===== config.mk =====
export PLATFORM = sky130hd
export DESIGN_NAME = flow_ctrl
export DESIGN_NICKNAME = d
export VERILOG_FILES = /design/src/rtl/alu_pkg.sv /design/src/rtl/flow_cond.sv /design/src/rtl/flow_ctrl.sv
export SDC_FILE = /design/constraint.sdc
export NUM_CORES = 1
export LEC_CHECK = 0
export BUFFER_PORTS_ARGS = -buffer_cell sky130_fd_sc_hd__clkbuf_2
export CAP_MARGIN = 20
export CELL_PAD_IN_SITES_DETAIL_PLACEMENT = 1
export CELL_PAD_IN_SITES_GLOBAL_PLACEMENT = 1
export CORE_MARGIN = 1.5
export CORE_UTILIZATION = 26
export CTS_CLUSTER_SIZE = 14
export DETAILED_ROUTE_END_ITERATION = 16
export GPL_TIMING_DRIVEN = 1
export PLACE_DENSITY_LB_ADDON = 0.1
export SLEW_MARGIN = 20
export SYNTH_ARGS = -nofsm -noshare
export SYNTH_HDL_FRONTEND = slang
export SYNTH_SLANG_ARGS = --single-unit

===== constraint.sdc =====
create_clock -name clk -period 2.49 [get_ports clk]
set_clock_uncertainty 0.15 [all_clocks]
set_input_delay 0.3735 -clock clk [delete_from_list [all_inputs] [get_ports clk]]
set_output_delay 0.3735 -clock clk [all_outputs]
set_load 0.03 [all_outputs]

===== src/rtl/alu_pkg.sv =====
// Shared definitions for the ALU/program-flow slice: widths, flow opcodes,
// status register bit positions and the flow controller state encoding.
package alu_pkg;

  localparam int WORD_W = 20;

  localparam logic [2:0] OP_TRAP = 3'd0;
  localparam logic [2:0] OP_NOP  = 3'd1;
  localparam logic [2:0] OP_JMP  = 3'd2;
  localparam logic [2:0] OP_JZ   = 3'd3;
  localparam logic [2:0] OP_JS   = 3'd4;
  localparam logic [2:0] OP_JZS  = 3'd5;
  localparam logic [2:0] OP_LSR  = 3'd6;
  localparam logic [2:0] OP_XSR  = 3'd7;

  localparam int SR_Z = 0;
  localparam int SR_S = 1;
  localparam int SR_C = 2;
  localparam int SR_T = 3;

  typedef enum logic [1:0] {
    ST_RUN    = 2'd0,
    ST_TRAP   = 2'd1,
    ST_RESUME = 2'd2
  } flow_state_e;

endpackage


===== src/rtl/flow_cond.sv =====
// Jump condition evaluation against the registered status flags.
module flow_cond
  import alu_pkg::*;
(
  input  logic [2:0] op_code,
  input  logic [2:0] cond_flags,
  output logic       jump_taken
);

  // Carry is carried along with the flags but no jump tests it.
  logic unused_carry;
  assign unused_carry = cond_flags[SR_C];

  always_comb begin
    jump_taken = 1'b0;
    case (op_code)
      OP_JMP:  jump_taken = 1'b1;
      OP_JZ:   jump_taken = cond_flags[SR_Z];
      OP_JS:   jump_taken = cond_flags[SR_S];
      OP_JZS:  jump_taken = cond_flags[SR_Z] | cond_flags[SR_S];
      default: jump_taken = 1'b0;
    endcase
  end

endmodule


===== src/rtl/flow_ctrl.sv =====
// Program-flow unit: owns PC, status register and saved return PC, and
// sequences trap entry/exit with the trap handler.
//
// state     | meaning
// ST_RUN    | accepting flow operations and sequential steps
// ST_TRAP   | trap raised, waiting for trap_ack
// ST_RESUME | one cycle restoring pc from epc
module flow_ctrl
  import alu_pkg::*;
#(
  parameter logic [WORD_W-1:0] TRAP_VEC = 20'h00010,
  parameter logic [WORD_W-1:0] RESET_PC = 20'h00000
) (
  input  logic              clk,
  input  logic              rst_n,
  input  logic              flag_valid,
  input  logic              flag_zero,
  input  logic              flag_sign,
  input  logic              flag_carry,
  input  logic              seq_step,
  input  logic              op_valid,
  output logic              op_ready,
  input  logic [2:0]        op_code,
  input  logic [WORD_W-1:0] op_target,
  output logic [WORD_W-1:0] pc,
  output logic [3:0]        sr,
  output logic              taken,
  output logic              trap_req,
  input  logic              trap_ack,
  output logic [WORD_W-1:0] epc
);

  flow_state_e       state_q, state_d;
  logic [WORD_W-1:0] pc_q, pc_d;
  logic [WORD_W-1:0] epc_q, epc_d;
  logic [3:0]        sr_q, sr_d;
  logic              taken_q, taken_d;
  logic              jump_taken;
  logic              accept;
  logic [WORD_W-1:0] pc_inc;

  flow_cond u_cond (
    .op_code    (op_code),
    .cond_flags (sr_q[2:0]),
    .jump_taken (jump_taken)
  );

  always_ff @(posedge clk or negedge rst_n) begin
    if (!rst_n) begin
      state_q <= ST_RUN;
      pc_q    <= RESET_PC;
      epc_q   <= '0;
      sr_q    <= 4'b0000;
      taken_q <= 1'b0;
    end else begin
      state_q <= state_d;
      pc_q    <= pc_d;
      epc_q   <= epc_d;
      sr_q    <= sr_d;
      taken_q <= taken_d;
    end
  end

  assign accept = op_valid & op_ready;
  assign pc_inc = pc_q + WORD_W'(1);

  always_comb begin
    state_d = state_q;
    pc_d    = pc_q;
    epc_d   = epc_q;
    sr_d    = sr_q;
    taken_d = 1'b0;
    if (flag_valid) sr_d[2:0] = {flag_carry, flag_sign, flag_zero};
    case (state_q)
      ST_RUN: begin
        if (accept) begin
          // Any accepted flow op owns the PC, so a coincident seq_step is dropped.
          case (op_code)
            OP_TRAP: begin
              epc_d       = pc_inc;
              pc_d        = TRAP_VEC;
              sr_d[SR_T]  = 1'b1;
              state_d     = ST_TRAP;
            end
            OP_JMP, OP_JZ, OP_JS, OP_JZS: begin
              pc_d    = jump_taken ? op_target : pc_inc;
              taken_d = jump_taken;
            end
            OP_LSR: begin
              sr_d[2:0] = op_target[2:0];
              pc_d      = pc_inc;
            end
            OP_XSR: begin
              sr_d[2:0] = sr_q[2:0] ^ op_target[2:0];
              pc_d      = pc_inc;
            end
            default: pc_d = pc_inc;
          endcase
        end else if (seq_step) begin
          pc_d = pc_inc;
        end
      end
      ST_TRAP: begin
        if (trap_ack) begin
          sr_d[SR_T] = 1'b0;
          state_d    = ST_RESUME;
        end
      end
      ST_RESUME: begin
        pc_d    = epc_q;
        state_d = ST_RUN;
      end
      default: state_d = ST_RUN;
    endcase
  end

  // op_ready follows rst_n directly so it is low for the whole reset.
  always_comb begin
    op_ready = rst_n && (state_q == ST_RUN);
    trap_req = (state_q == ST_TRAP);
    pc       = pc_q;
    sr       = sr_q;
    epc      = epc_q;
    taken    = taken_q;
  end

endmodule


Word level (Yosys, flattened, before mapping)
Cells that the tools add are included.
{"block": "totals", "regBits": 47, "word_cells": 52}
{"block": "classes", "add_sub_neg": 1, "n_eq_ne": 12, "muxes": 20, "bitwise_logic": 3, "n_reduce_logical": 10}
{"operator": "$pmux 20 s2", "count": 2}
{"operator": "$mux 20", "count": 3}
{"operator": "$add 20x1->20 const B", "count": 1}
{"operator": "$eq 3x3->1 const B", "count": 4}
{"operator": "$eq 3x2->1 const B", "count": 2}
{"operator": "$mux 2", "count": 3}
{"operator": "$mux 3", "count": 2}
{"operator": "$pmux 3 s2", "count": 1}
{"operator": "$reduce_and 3->1", "count": 2}
{"operator": "$mux 1", "count": 5}
{"operator": "$mux 4", "count": 1}
{"operator": "$ne 2x1->1 const B", "count": 2}
{"operator": "$pmux 1 s4", "count": 1}
{"operator": "$pmux 2 s2", "count": 1}
{"operator": "$reduce_and 4->1", "count": 1}
{"operator": "$reduce_bool 2->1", "count": 2}
{"operator": "$reduce_or 4->1", "count": 1}
{"operator": "$logic_not 3->1", "count": 1}
{"operator": "$ne 3x3->1 const B", "count": 1}
{"operator": "$xor 3x3->3", "count": 1}
{"operator": "$eq 2x1->1 const B", "count": 1}
{"operator": "$eq 2x2->1 const B", "count": 1}
{"operator": "$logic_not 2->1", "count": 1}
{"operator": "$ne 2x2->1 const B", "count": 1}
{"operator": "other kinds (5)", "count": 5}

Logic depth before layout (Yosys ltp)
{"block": "depth", "ltp_word": 6, "ltp_mapped": 8, "mapped_depth_nobuf": 6}

Modules after synthesis
Synthesis repeated with hierarchy kept, for this count alone.
{"block": "unflattened", "hier_cells": 299, "hier_area_um2": 2775.2}
{"module": "flow_ctrl", "n_inst": 1, "cells_each": 294, "area_each_um2": 2736.4, "seq_area_each_um2": 1176.1}
{"module": "flow_cond", "n_inst": 1, "cells_each": 5, "area_each_um2": 38.8, "seq_area_each_um2": 0.0}

Worst setup path before layout
OpenSTA, ideal clock, no wires.
{"block": "synth_timing", "path_kind": "register to register", "startpoint": "register pc_q[0], in the netlist pc[0]", "endpoint": "register pc_q[16], in the netlist pc[16]", "setup_ps": 124, "arrival_ps": 1893, "required_ps": 2216, "slack_ps": 323, "stages_incl_launch_ff": 7, "n_path_buf": 0, "path_cell_list": "dfrtp_1 -> ha_1 -> nand4_1 -> or2_1 -> o31ai_1 -> a21oi_1 -> a211o_1"}
{"block": "synth_via", "elab_chain_len": 5}
{"item": "start, declared", "line": "flow_ctrl.sv:34", "text": "logic [WORD_W-1:0] pc_q, pc_d;"}
{"item": "start signal, assigned", "line": "flow_ctrl.sv:57", "text": "pc_q <= pc_d;"}
{"item": "$add 20x1->20 (*)", "line": "flow_ctrl.sv:65", "text": "assign pc_inc = pc_q + WORD_W'(1);"}
{"item": "$mux 20", "line": "flow_ctrl.sv:86", "text": "pc_d = jump_taken ? op_target : pc_inc;"}
{"item": "$pmux 20 s2", "line": "flow_ctrl.sv:78", "text": "case (op_code)"}
{"item": "$mux 20 (*)", "line": "flow_ctrl.sv:76", "text": "if (accept) begin"}
{"item": "$pmux 20 s2 (*)", "line": "flow_ctrl.sv:74", "text": "case (state_q)"}
Mark *: on every way between the ends. The rest lies on a longest branch, timed or not. The select of a mux whose other input is x is not followed.
A chain may end at the register's enable or synchronous reset.

Final worst setup path
{"block": "layout_timing", "startpoint": "register pc_q[1], in the netlist pc[1]", "endpoint": "register pc_q[16], in the netlist pc[16]"}
Same word-level chain as after synthesis.

==> qor.txt <==
run status = completed
top-level port count = 79
worst hold-check path type = input pin to asynchronous set/reset pin
total core area = 0.0108 mm²
cell chosen for the clock root = clkbuf_8
Avg Vias per Cell = 5.15
H-tree depth reported by CTS = 2
Crit path arrival time = 2400 ps
number of flops mapped to enable cells by yosys = 0
top cell type by total area after synthesis = dfrtp_1
maximum number of pins on one net before global-route repair = 29
final count of hold timing violations = 0
share of the synthesized netlist area taken by xor and xnor gates = 0.0514
starting density of the core = 0.267
fraction of registers with async set/reset = 1.00
kind of end point of the critical path = flop
share of the synthesized area in compound gates (AO/OA/AOI/OAI) = 0.230
net count of the finished layout = 445
sequence of cells on the critical path = ha_2 > nand4_1 > or2_1 > o31ai_1 > a21oi_1 > a211o_1
count of buffers inserted at the top-level ports = 78
antenna-violating nets left = 0
post-route design area = 0.00362 mm²
most frequent cells after synthesis = 47 x dfrtp_1, 41 x nand2_1, 26 x o21ai_0
Vias = 2847
Sum Neg Setup Slack = 0 ps
max capacitance violation total = 0
Syn Std Cell Area = 0.00290 mm²
global-route usage over all layers = 0.185
CP max stage cell = dfrtp_1
largest voltage drop on the vdd net = 0.000410 V
number of buffer and inverter stages on the critical path = 0
count of state elements after synthesis = 47
minimum period implied by the final worst setup slack = 2350 ps
residual DRC count = 0
TritonRoute pass-1 iters = 4
cell count after synthesis = 328
sequential element share of the synthesized area = 0.406
vertical die dimension = 109 µm
CTS tree = yes
RSZ-0062 raised after global routing = false
cell with the most instances after synthesis = dfrtp_1
first-pass GRT wire length = 16600 µm
count of unique library cells instantiated by Yosys = 57
tightest slew margin relative to the limit = 0.647
kind of critical path = flop to flop
antenna violations before repair = 0
share of the synthesized area in the top cell type = 0.406
critical path required time = 2540 ps
worst-case clock buffer depth = 2
proportion of layout cells with a drive suffix above 1 = 0.305
Mapped Nets = 361
die outline width = 109 µm
number of buffers created by CTS = 5
Worst Path Max Fanout = 6
post-synthesis adder-cell area fraction = 0.00432
filler instances = 1311
number of warning messages in the yosys log = 0
Avg WL per Cell = 18.9 µm
vias in the first global route = 2935
GRT Residual Overflow = 0
final standard cell utilization of the core = 0.334
Worst Tran Pin Value = 530 ps
Simple-Gate Fraction of Synth Area = 0.248
sum of net half-perimeters after detailed placement = 7800 µm
Area growth, synth to finish = 24.9%
Row Count = 38
delay of the slowest critical-path stage = 480 ps
period utilisation layout = 0.945
Post-CTS Setup Bufs = 0
Pleak = 1.60 nW
Pins Over Slew Limit = 0
die outline area = 0.0118 mm²
clock slew at the register clock pins of the worst setup and hold paths = 100 ps
mean instance size in the synthesized netlist = 8.83 µm²
largest cells by area after synthesis = dfrtp_1 41%, nand2_1 5.3%, o21ai_0 4.5%
number of hold-repair buffers added at the cts stage = 0
main combinational cell family by area after synthesis = simple AND/OR/NAND/NOR gates
cell area after placement = 0.00349 mm²
Skew-Pair Late Insertion Delay = 300 ps
final wirelength = 10400 µm
power density cells = 966 mW/mm²
Antenna Cells = 0
Final GP Congestion = 0.807
clk sinks = 47
Startpoint Class = flop
first-iteration detailed-routing DRC count = 71
top_reg_cell synth = dfrtp_1
mux share of post-synthesis cell area = 0.00691
number of setup violations in the final report = 0
Highest Clock Rate = 425 MHz
Worst path top cell family by delay = simple AND/OR/NAND/NOR gates
-- flip-flops by register name, indices dropped and copies added (netlist names) --
signal   flops
taken        1
epc         20
state_q      2
pc          20
sr           4
-- worst register-to-register path: cells and delay by family, from the launching register on --
family | cells | cell delay, ps
compound gates | 3 | 620
flops | 1 | 480
simple gates | 2 | 700
fa+ha+maj | 1 | 300
-- metrics by stage --
step / power [mW] / worst slack, ps / hold slack, ps / instances
floorplan: 2.33 / 323 / -72.1 / 328
global placement: 2.88 / 122 / 343 / 545
detailed placement: 2.90 / 116 / 350 / 545
CTS: 3.53 / 86.9 / 26.8 / 553
global route: 3.72 / 38.2 / 27.8 / 553
finish: 3.49 / 137 / 16.1 / 553
-- cells in the final DEF, fill, tap and decap left out, types with 4 or more instances in the layout --
cell / Yosys / layout
a21oi_1: 14 / 14
a31oi_1: 14 / 14
and2_1: 4 / 4
buf_4: 2 / 20
clkbuf_2: 0 / 78
clkbuf_8: 0 / 6
dfrtp_1: 47 / 47
inv_1: 10 / 10
nand2_1: 41 / 41
nand2b_1: 5 / 5
nand3_1: 7 / 7
nand4_1: 5 / 5
nor2_1: 23 / 23
nor2b_1: 4 / 4
nor3_1: 18 / 18
o21a_1: 5 / 5
o21ai_0: 26 / 26
o31ai_1: 6 / 6
or3_1: 6 / 6
xnor2_1: 9 / 9
xor2_1: 8 / 8
-- power breakdown --
part	switching, mW	total [mW]	internal (mW)
Combinational	1.03	1.55	0.519
Clock	0.291	0.617	0.326
Sequential	0.319	1.32	1.00
-- cell type report --
class,instances,area [µm²],share of cell area
clock inverter,2,35.0,0.00968
tap,140,175,0.0484
clock buffer,6,82.6,0.0228
multi-input combinational,250,1570,0.434
sequential,47,1180,0.325
inverter,10,37.5,0.0104
timing repair buffer,98,541,0.149
-- cell families (layout without fill, tap and decap cells) --
| kind of cell | after synthesis | after routing |
|---|---|---|
| buffers and inverters | 31 | 116 |
| multiplexers | 2 | 2 |
| flip-flops | 47 | 47 |
| AND/OR/NAND/NOR | 133 | 133 |
| adder cells (fa/ha/maj) | 1 | 1 |
| AO/OA/AOI/OAI | 97 | 97 |
| XOR/XNOR | 17 | 17 |
-- metal layers --
metal,routed length (µm),global-route usage
met5,0,0
met4,98,0.0395
met3,445,0.0271
met2,4920,0.303
met1,4960,0.258
-- what timing repair did --
action | CTS | global route
endpoints found under the hold margin | 0 | 0
resized for setup | 0 | 2
endpoints found under the setup margin | 0 | 1
-- final timing paths --
check                               from    endpoint  slack [ps]  cells after the start
worst max-delay path               pc[1]      pc[16]         140                      6
worst min-delay path               rst_n      pc[19]          20                      2
worst max register to register     pc[1]      pc[16]         140                      6
worst min register to register    epc[8]      epc[8]         360                      2
max in group asynchronous          rst_n       pc[2]        1850                      2
min in group clk                trap_ack  state_q[0]         140                      2
No activity file was read; power rests on OpenSTA's default activity.
